==> config.mk <==
export PLATFORM = sky130hd
export DESIGN_NAME = round_ctrl
export DESIGN_NICKNAME = d
export VERILOG_FILES = /design/src/rtl/round_ctrl_pkg.sv /design/src/rtl/round_ctrl_count_sampler.sv /design/src/rtl/round_ctrl.sv
export SDC_FILE = /design/constraint.sdc
export NUM_CORES = 1
export LEC_CHECK = 0
export CORE_AREA = 4 4 52 72
export DETAILED_ROUTE_END_ITERATION = 16
export DIE_AREA = 0 0 56 76
export SYNTH_ARGS = -nofsm -noshare
export SYNTH_HDL_FRONTEND = slang
export SYNTH_SLANG_ARGS = --single-unit
==> constraint.sdc <==
create_clock -name clk -period 3.8 [get_ports clk]
set_input_delay 0.38 -clock clk [delete_from_list [all_inputs] [get_ports clk]]
set_output_delay 0.38 -clock clk [all_outputs]
set_load 0.005 [all_outputs]
==> src/rtl/round_ctrl_pkg.sv <==
// Shared types and default parameters for the whack-a-mole round controller.
package round_ctrl_pkg;

    localparam int SCORE_W        = 7;
    localparam int CNT_W          = 5;
    localparam int ROUND_LEN_DEF  = 30;
    localparam int WARN_LEVEL_DEF = 5;
    localparam int SCORE_MAX_DEF  = 99;

    typedef enum logic [1:0] {
        IDLE = 2'd0,
        ARM  = 2'd1,
        RUN  = 2'd2,
        OVER = 2'd3
    } state_e;

endpackage

==> src/rtl/round_ctrl_count_sampler.sv <==
// Two-sample agreement filter for the slow-clock countdown value: the output
// only moves once two consecutive clk samples of the input match.
module count_sampler
    import round_ctrl_pkg::*;
(
    input  logic             clk,
    input  logic             rst_n,
    input  logic [CNT_W-1:0] count_i,
    output logic [CNT_W-1:0] count_o
);

    logic [CNT_W-1:0] sample1_q;
    logic [CNT_W-1:0] sample2_q;
    logic [CNT_W-1:0] count_q;

    // count_i is asynchronous; a value caught mid-transition never survives two samples.
    always_ff @(posedge clk or negedge rst_n) begin
        if (!rst_n) begin
            sample1_q <= '0;
            sample2_q <= '0;
            count_q   <= '0;
        end else begin
            sample1_q <= count_i;
            sample2_q <= sample1_q;
            if (sample1_q == sample2_q) begin
                count_q <= sample1_q;
            end
        end
    end

    assign count_o = count_q;

endmodule

==> src/rtl/round_ctrl.sv <==
// Round controller: arms the countdown timer, runs the round, counts hits.
// Define ROUND_CTRL_HIGH_SCORE_EN to keep a best-score register.
module round_ctrl
    import round_ctrl_pkg::*;
#(
    parameter int ROUND_LEN  = ROUND_LEN_DEF,
    parameter int WARN_LEVEL = WARN_LEVEL_DEF,
    parameter int SCORE_MAX  = SCORE_MAX_DEF
) (
    input  logic               clk,
    input  logic               reset,
    input  logic               start,
    input  logic               hit,
    input  logic [CNT_W-1:0]   count,
    output logic               timer_reset,
    output logic               active,
    output logic               over,
    output logic               warn,
    output logic [SCORE_W-1:0] score,
    output logic [SCORE_W-1:0] high_score
);

    localparam logic [CNT_W-1:0]   ROUND_LEN_C  = CNT_W'(ROUND_LEN);
    localparam logic [CNT_W-1:0]   WARN_LEVEL_C = CNT_W'(WARN_LEVEL);
    localparam logic [SCORE_W-1:0] SCORE_MAX_C  = SCORE_W'(SCORE_MAX);

    state_e             state_q, state_d;
    logic [SCORE_W-1:0] score_q, score_d;
    logic [CNT_W-1:0]   count_q;

    count_sampler u_sampler (
        .clk     (clk),
        .rst_n   (reset),
        .count_i (count),
        .count_o (count_q)
    );

    always_ff @(posedge clk or negedge reset) begin
        if (!reset) begin
            state_q <= IDLE;
            score_q <= '0;
        end else begin
            state_q <= state_d;
            score_q <= score_d;
        end
    end

    always_comb begin
        state_d     = state_q;
        score_d     = score_q;
        timer_reset = 1'b0;
        active      = 1'b0;
        over        = 1'b0;
        warn        = 1'b0;
        case (state_q)
            IDLE: begin
                timer_reset = 1'b1;
                if (start) begin
                    state_d = ARM;
                    score_d = '0;
                end
            end
            ARM: begin
                timer_reset = 1'b1;
                if (count_q == ROUND_LEN_C) begin
                    state_d = RUN;
                end
            end
            RUN: begin
                active = 1'b1;
                warn   = (count_q <= WARN_LEVEL_C);
                // A hit on the final RUN cycle still counts.
                if (hit && (score_q < SCORE_MAX_C)) begin
                    score_d = score_q + SCORE_W'(1);
                end
                if (count_q == '0) begin
                    state_d = OVER;
                end
            end
            OVER: begin
                over = 1'b1;
                if (start) begin
                    state_d = ARM;
                    score_d = '0;
                end
            end
            default: begin
                state_d = IDLE;
            end
        endcase
    end

    assign score = score_q;

`ifdef ROUND_CTRL_HIGH_SCORE_EN
    logic [SCORE_W-1:0] high_q;

    // Score is frozen in OVER, so the first OVER cycle's compare is final.
    always_ff @(posedge clk or negedge reset) begin
        if (!reset) begin
            high_q <= '0;
        end else if ((state_q == OVER) && (score_q > high_q)) begin
            high_q <= score_q;
        end
    end

    assign high_score = high_q;
`else
    assign high_score = '0;
`endif

endmodule

==> results.sh, run 1 <==
export IMPL_clock_path_buffers=2
export IMPL_dp_cells=155
export IMPL_seq_area_frac_synth_pct=50.0
export IMPL_grt_pass1_wl_microns=3970
export IMPL_track_usage_pct=11.4
export IMPL_routed_wl_microns=2170
export IMPL_grt_pass1_vias=851
export IMPL_drc=0
export IMPL_synthCells=100
export IMPL_slowest_stage="clkdlybuf4s50_1"
export IMPL_clk_latency_ps=260
export IMPL_yosysTopAreaCell="dfrtp_1"
export IMPL_crit_chain="inv_1 > ha_1 > nand2_1 > a21oi_1 > clkdlybuf4s50_1"
export IMPL_ys_seq_elements=24
export IMPL_io_pins=27
export IMPL_dieHeight_microns=76
export IMPL_core_area_sq_um=3120
export IMPL_skew_ps=2.58
export IMPL_fin_ws_ps=1440
export IMPL_path_clk_slew_ps=80
export IMPL_cts_setup_buffers=0
export IMPL_required_ps=3420
export IMPL_fillers=303
export IMPL_avgSynthCellArea_sq_um=12.0
export IMPL_synth_edff_count=0
export IMPL_via_per_inst=5.08
export IMPL_yosysTopAreaCellShare_pct=50.0
export IMPL_vdd_drop_max_mv=0.282
export IMPL_dp_slack_ps=1630
export IMPL_multi_input_area_sq_um=552
export IMPL_p_total_w=0.000854
export IMPL_synth_fa_ha_area_share_pct=6.25
export IMPL_wl_per_cell_microns=13.6
export IMPL_finalSetupViolations=0
export IMPL_gp_congestion=0.696
export IMPL_portBuffers=19
export IMPL_tns_ps=0
export IMPL_critPathMaxStageDelay_ps=530
export IMPL_yosysWarnings=0
export IMPL_ys_types=37
export IMPL_synth_top_family_by_area="compound AO/OA/AOI/OAI gates"
export IMPL_numCtsBuffers=3
export IMPL_critPathMaxFanout=10
export IMPL_synthSimpleGateAreaFrac_pct=11.3
export IMPL_critPathKind="reg -> out"
export IMPL_grt_overflow_total=0
export IMPL_first_iter_violations=20
export IMPL_vias=808
export IMPL_htreeDepth=1
export IMPL_cts_sinks=24
export IMPL_drtPass1Iterations=4
export IMPL_initial_core_util_pct=38.5
export IMPL_period_needed_ps=2360
export IMPL_cts_tree="built"
export IMPL_cts_resized=0
export IMPL_power_density_nw_per_um2=586
export IMPL_worstMarginPinSlew_ps=1080
export IMPL_regArea_sq_um=601
export IMPL_cp_start_kind="flip-flop"
export IMPL_max_clock_freq_mhz=423
export IMPL_die_area_sq_um=4260
export IMPL_diodes=0
export IMPL_status="finished, final reports clean"
export IMPL_dp_hpwl_microns=1650
export IMPL_hold_viol=0
export IMPL_crit_arrival_ps=1980
export IMPL_holdBufCountCts=0
export IMPL_layout_cells_non_filler=159
export IMPL_rsz0062_at_grt="no"
export IMPL_synth_cell_area_sq_um=1200
export IMPL_p_leak_nw=0.645
export IMPL_min_period_over_period_pct=62.2
export IMPL_whs_ps=425
export IMPL_cts_root_buf="clkbuf_8"
export IMPL_slew_headroom_pct=28.0
export IMPL_ys_flop_type="dfrtp_1"
export IMPL_nets=136
export IMPL_drive_gt1_share_pct=18.3
export IMPL_async_flop_share_pct=100
export IMPL_ys_top_cells_by_area="dfrtp_1, mux2_2, ha_1"
export IMPL_die_w_microns=56
export IMPL_ant_nets=0
export IMPL_synth_xor_area_share_pct=3.65
export IMPL_min_path_type="reg -> reg"
export IMPL_synthMuxAreaShare_pct=7.40
export IMPL_grt_max_degree=25
export IMPL_antenna_found_initial=0
export IMPL_synth_compound_area_share_pct=15.2
export IMPL_row_count=24
export IMPL_crit_path_end_kind="output port"
export IMPL_slew_violations=0
export IMPL_cap_violations=0
export IMPL_syn_to_final_growth_pct=21.4
power by group:
group / leakage [nW] / internal, W / switching [W]
clock: 0.0288 / 0.0000924 / 0.0000775
combinational: 0.319 / 0.000175 / 0.000162
sequential: 0.297 / 0.000302 / 0.0000454
total: 0.645 / 0.000569 / 0.000284
logic make-up after synthesis:
group / after synthesis
adders and majority gates: 6
DFF: 24
buffers and inverters: 12
other: 1
muxes: 8
and+or+nand+nor: 23
xor gates and xnor gates: 5
AOI/OAI and AO/OA: 21
worst paths after layout:
check	from	to	slack [ps]	cells past startpoint
max in group asynchronous	reset	u_sampler.sample2_q[1]	2460	1
hold reg to reg	u_sampler.sample1_q[3]	u_sampler.sample2_q[3]	430	0
setup / recovery	state_q[0]	warn	1440	5
setup reg to reg	state_q[1]	score[4]	1780	6
hold / removal	u_sampler.sample1_q[3]	u_sampler.sample2_q[3]	430	0
min in group asynchronous	reset	score[6]	700	1
layout by cell type, fill, tap and decap left out:
cell             synthesis  layout
a21bo_2                  2       2
a21boi_0                 1       1
a21o_1                   1       1
a21o_2                   2       2
a21oi_1                  1       1
a221o_1                  1       1
a22o_2                   2       2
and2_1                   1       1
and3_1                   1       1
and4_1                   1       1
clkbuf_8                 0       4
clkdlybuf4s50_1          0      19
conb_1                   1       7
dfrtp_1                 24      24
ha_1                     6       6
inv_1                    3       3
mux2_2                   7       7
mux2i_1                  1       1
nand2_1                  4       4
nand2b_1                 1       1
nand3_1                  5       5
nand4_1                  2       2
nor2_1                   2       2
nor3_1                   1       1
nor3b_1                  2       2
o211ai_1                 2       2
o211ai_4                 1       1
o21ai_0                  3       3
o21ai_2                  1       1
o2bb2a_2                 1       1
o2bb2ai_1                1       1
o31ai_1                  2       2
or2_2                    1       1
or4_1                    1       1
or4b_4                   1       1
xnor2_1                  2       2
xor2_1                   3       3
registers in the layout (all words and copies together), names as in the netlist:
| signal | count |
|---|---|
| u_sampler.count_o | 5 |
| u_sampler.sample1_q | 5 |
| u_sampler.sample2_q | 5 |
| score | 7 |
| state_q | 2 |
layer usage:
layer,share of wire [%],vias up,global-route usage [%]
met3,4.3,6,2.37
met1,42,393,14.1
met2,52,22,19.3
met5,0,-,0
met4,1.8,0,4.28
li1,-,387,-
synthesized netlist by cell type, types with 2 or more instances:
master and number:
nor2_1 2, nand2_1 4, buf_4 7, o211ai_1 2, nand3_1 5, inv_1 3, a22o_2 2, a21o_2 2
ha_1 6, xnor2_1 2, nand4_1 2, nor3b_1 2, mux2_2 7, o21ai_0 3, dfrtp_1 24, a21bo_2 2
o31ai_1 2, xor2_1 3, clkbuf_1 2
critical path, delay by kind of cell (launching register included):
family,cells,cell delay [ps]
buffers and inverters,2,650
AOI/OAI and AO/OA,1,160
DFF,1,420
adders and majority gates,1,410
and+or+nand+nor,1,100
per-stage QoR:
stage          utilization (%)  cell area, sq um
4_1_cts                   46.7              1460
3_3_place_gp              44.9              1400
2_1_floorplan                -              1220
6_report                  46.7              1460
3_5_place_dp              44.9              1400
5_1_grt                   46.7              1460
area by class of cell:
class | count | area share (%)
timing repair buffer | 19 | 13.0
inverter | 3 | 0.773
multi-input combinational | 70 | 37.9
sequential | 24 | 41.2
tap | 39 | 3.35
clock buffer | 4 | 3.78
(Power assumes the default switching activity.)
==> run 2, diff against run 1 <==
PLACE_DENSITY = 0.66   (was default)
clock period = 1.9 ns   (was 3.8 ns; I/O delays follow)
==> results.sh, run 2 (synthesis results as in run 1) <==
export IMPL_first_iter_violations=24
export IMPL_slew_violations=0
export IMPL_cts_root_buf="clkbuf_8"
export IMPL_multi_input_area_sq_um=557
export IMPL_mostFrequentLayoutCells="dfrtp_1, clkdlybuf4s50_1, buf_4, mux2_2, conb_1"
export IMPL_p_leak_nw=0.700
export IMPL_die_w_microns=56
export IMPL_row_count=24
export IMPL_fillers=315
export IMPL_ant_nets=0
export IMPL_syn_to_final_growth_pct=27.9
export IMPL_whs_ps=262
export IMPL_rrSetupSlack_ps=130
export IMPL_crit_chain="inv_1 > ha_1 > buf_4 > clkdlybuf4s50_1"
export IMPL_vias=848
export IMPL_die_area_sq_um=4260
export IMPL_vdd_drop_max_mv=0.641
export IMPL_layout_cells_non_filler=167
export IMPL_track_usage_pct=11.1
export IMPL_required_ps=1710
export IMPL_status="finished, final reports clean"
export IMPL_regArea_sq_um=601
export IMPL_rsz0062_at_grt="no"
export IMPL_period_needed_ps=1780
export IMPL_placed_area_sq_um=1460
export IMPL_skew_ps=8.95
export IMPL_routed_wl_microns=2270
export IMPL_numCtsBuffers=3
export IMPL_antenna_found_initial=0
export IMPL_slowest_stage="clkdlybuf4s50_1"
export IMPL_grt_max_degree=25
export IMPL_reg2reg_depth=4
export IMPL_critPathKind="reg -> out"
export IMPL_crit_path_end_kind="output port"
export IMPL_core_area_sq_um=3120
export IMPL_cts_sinks=24
export IMPL_critPathMaxFanout=10
export IMPL_r2r_start="score[3]"
export IMPL_clock_path_buffers=2
export IMPL_crit_arrival_ps=1590
export IMPL_nets=144
export IMPL_cp_start_kind="flip-flop"
export IMPL_endpoint="active"
export IMPL_cts_tree="built"
export IMPL_clk_latency_ps=260
export IMPL_dp_cells=162
export IMPL_path_clk_slew_ps=90
export IMPL_dp_hpwl_microns=1740
export IMPL_reg2reg_to="score[5]"
export IMPL_min_path_type="in -> async"
export IMPL_final_common_cell="dfrtp_1"
export IMPL_dp_slack_ps=-46.0
export IMPL_setup_worst_path_start="state_q[0]"
export IMPL_tns_ps=0
export IMPL_dieHeight_microns=76
export IMPL_fin_ws_ps=118
export IMPL_drive_gt1_share_pct=24.2
export IMPL_power_density_nw_per_um2=1190
export IMPL_critPathMaxStageDelay_ps=520
export IMPL_grt_pass1_wl_microns=3880
export IMPL_finalSetupViolations=0
export IMPL_min_period_over_period_pct=93.8
export IMPL_via_per_inst=5.08
export IMPL_diodes=0
export IMPL_drtPass1Iterations=4
export IMPL_initial_core_util_pct=38.5
export IMPL_holdBufCountCts=0
export IMPL_gp_congestion=0.831
export IMPL_drc=0
export IMPL_max_clock_freq_mhz=561
export IMPL_htreeDepth=1
export IMPL_cap_violations=0
export IMPL_hold_viol=0
export IMPL_largest_reg_flops=7
export IMPL_io_pins=27
export IMPL_portBuffers=19
export IMPL_grt_overflow_total=0
export IMPL_wl_per_cell_microns=13.6
export IMPL_fin_area_sq_um=1540
export IMPL_grt_pass1_vias=868
run 2: final cells by class:
cell class | instances | area share, %
tap | 39 | 3.18
multi-input combinational | 70 | 36.2
clock inverter | 1 | 1.95
clock buffer | 3 | 2.69
sequential | 24 | 39.1
timing repair buffer | 27 | 16.1
inverter | 3 | 0.733
run 2: where the power goes:
part           total [W]  switching, W  internal, W  leakage (nW)
Clock           0.000439      0.000158     0.000281        0.0357
Combinational   0.000700      0.000322     0.000378         0.367
Sequential      0.000693     0.0000891     0.000604         0.297
Total            0.00183      0.000568      0.00126         0.700
run 2: critical path, delay by kind of cell, from the launching register on:
kind,cells,cell delay [ps]
buffers and inverters,3,790
flip-flops,1,400
adder cells (fa/ha/maj),1,150
run 2: metal layers:
layer	global-route usage (%)	wire length, microns
met1	12.3	921
met2	20.6	1240
met3	2.54	105
met5	0	0
met4	3.33	0
run 2: worst min path at each step:
| stage | end | slack, ps | cells after the start |
|---|---|---|---|
| 6_report | state_q[0] | 260 | 2 |
| 5_1_grt | state_q[0] | 300 | 2 |
| 4_1_cts | state_q[0] | 280 | 2 |
| 3_5_place_dp | u_sampler.sample2_q[0] | 410 | 0 |
| 3_3_place_gp | u_sampler.sample2_q[4] | 400 | 0 |
| 2_1_floorplan | score[0] | -110 | 0 |
run 2: repair_timing:
item | 4_1_cts | 5_1_grt
gates cloned | 0 | 0
setup endpoints to repair | 1 | 1
buffers inserted | 1 | 0
resized for setup | 2 | 1
pin swaps | 0 | 0
run 2: metrics by stage:
stage	util [%]	power, W
3_5_place_dp	46.6	0.00141
4_1_cts	49.0	0.00185
2_1_floorplan	-	0.00114
5_1_grt	49.2	0.00197
6_report	49.2	0.00183
3_3_place_gp	46.6	0.00139
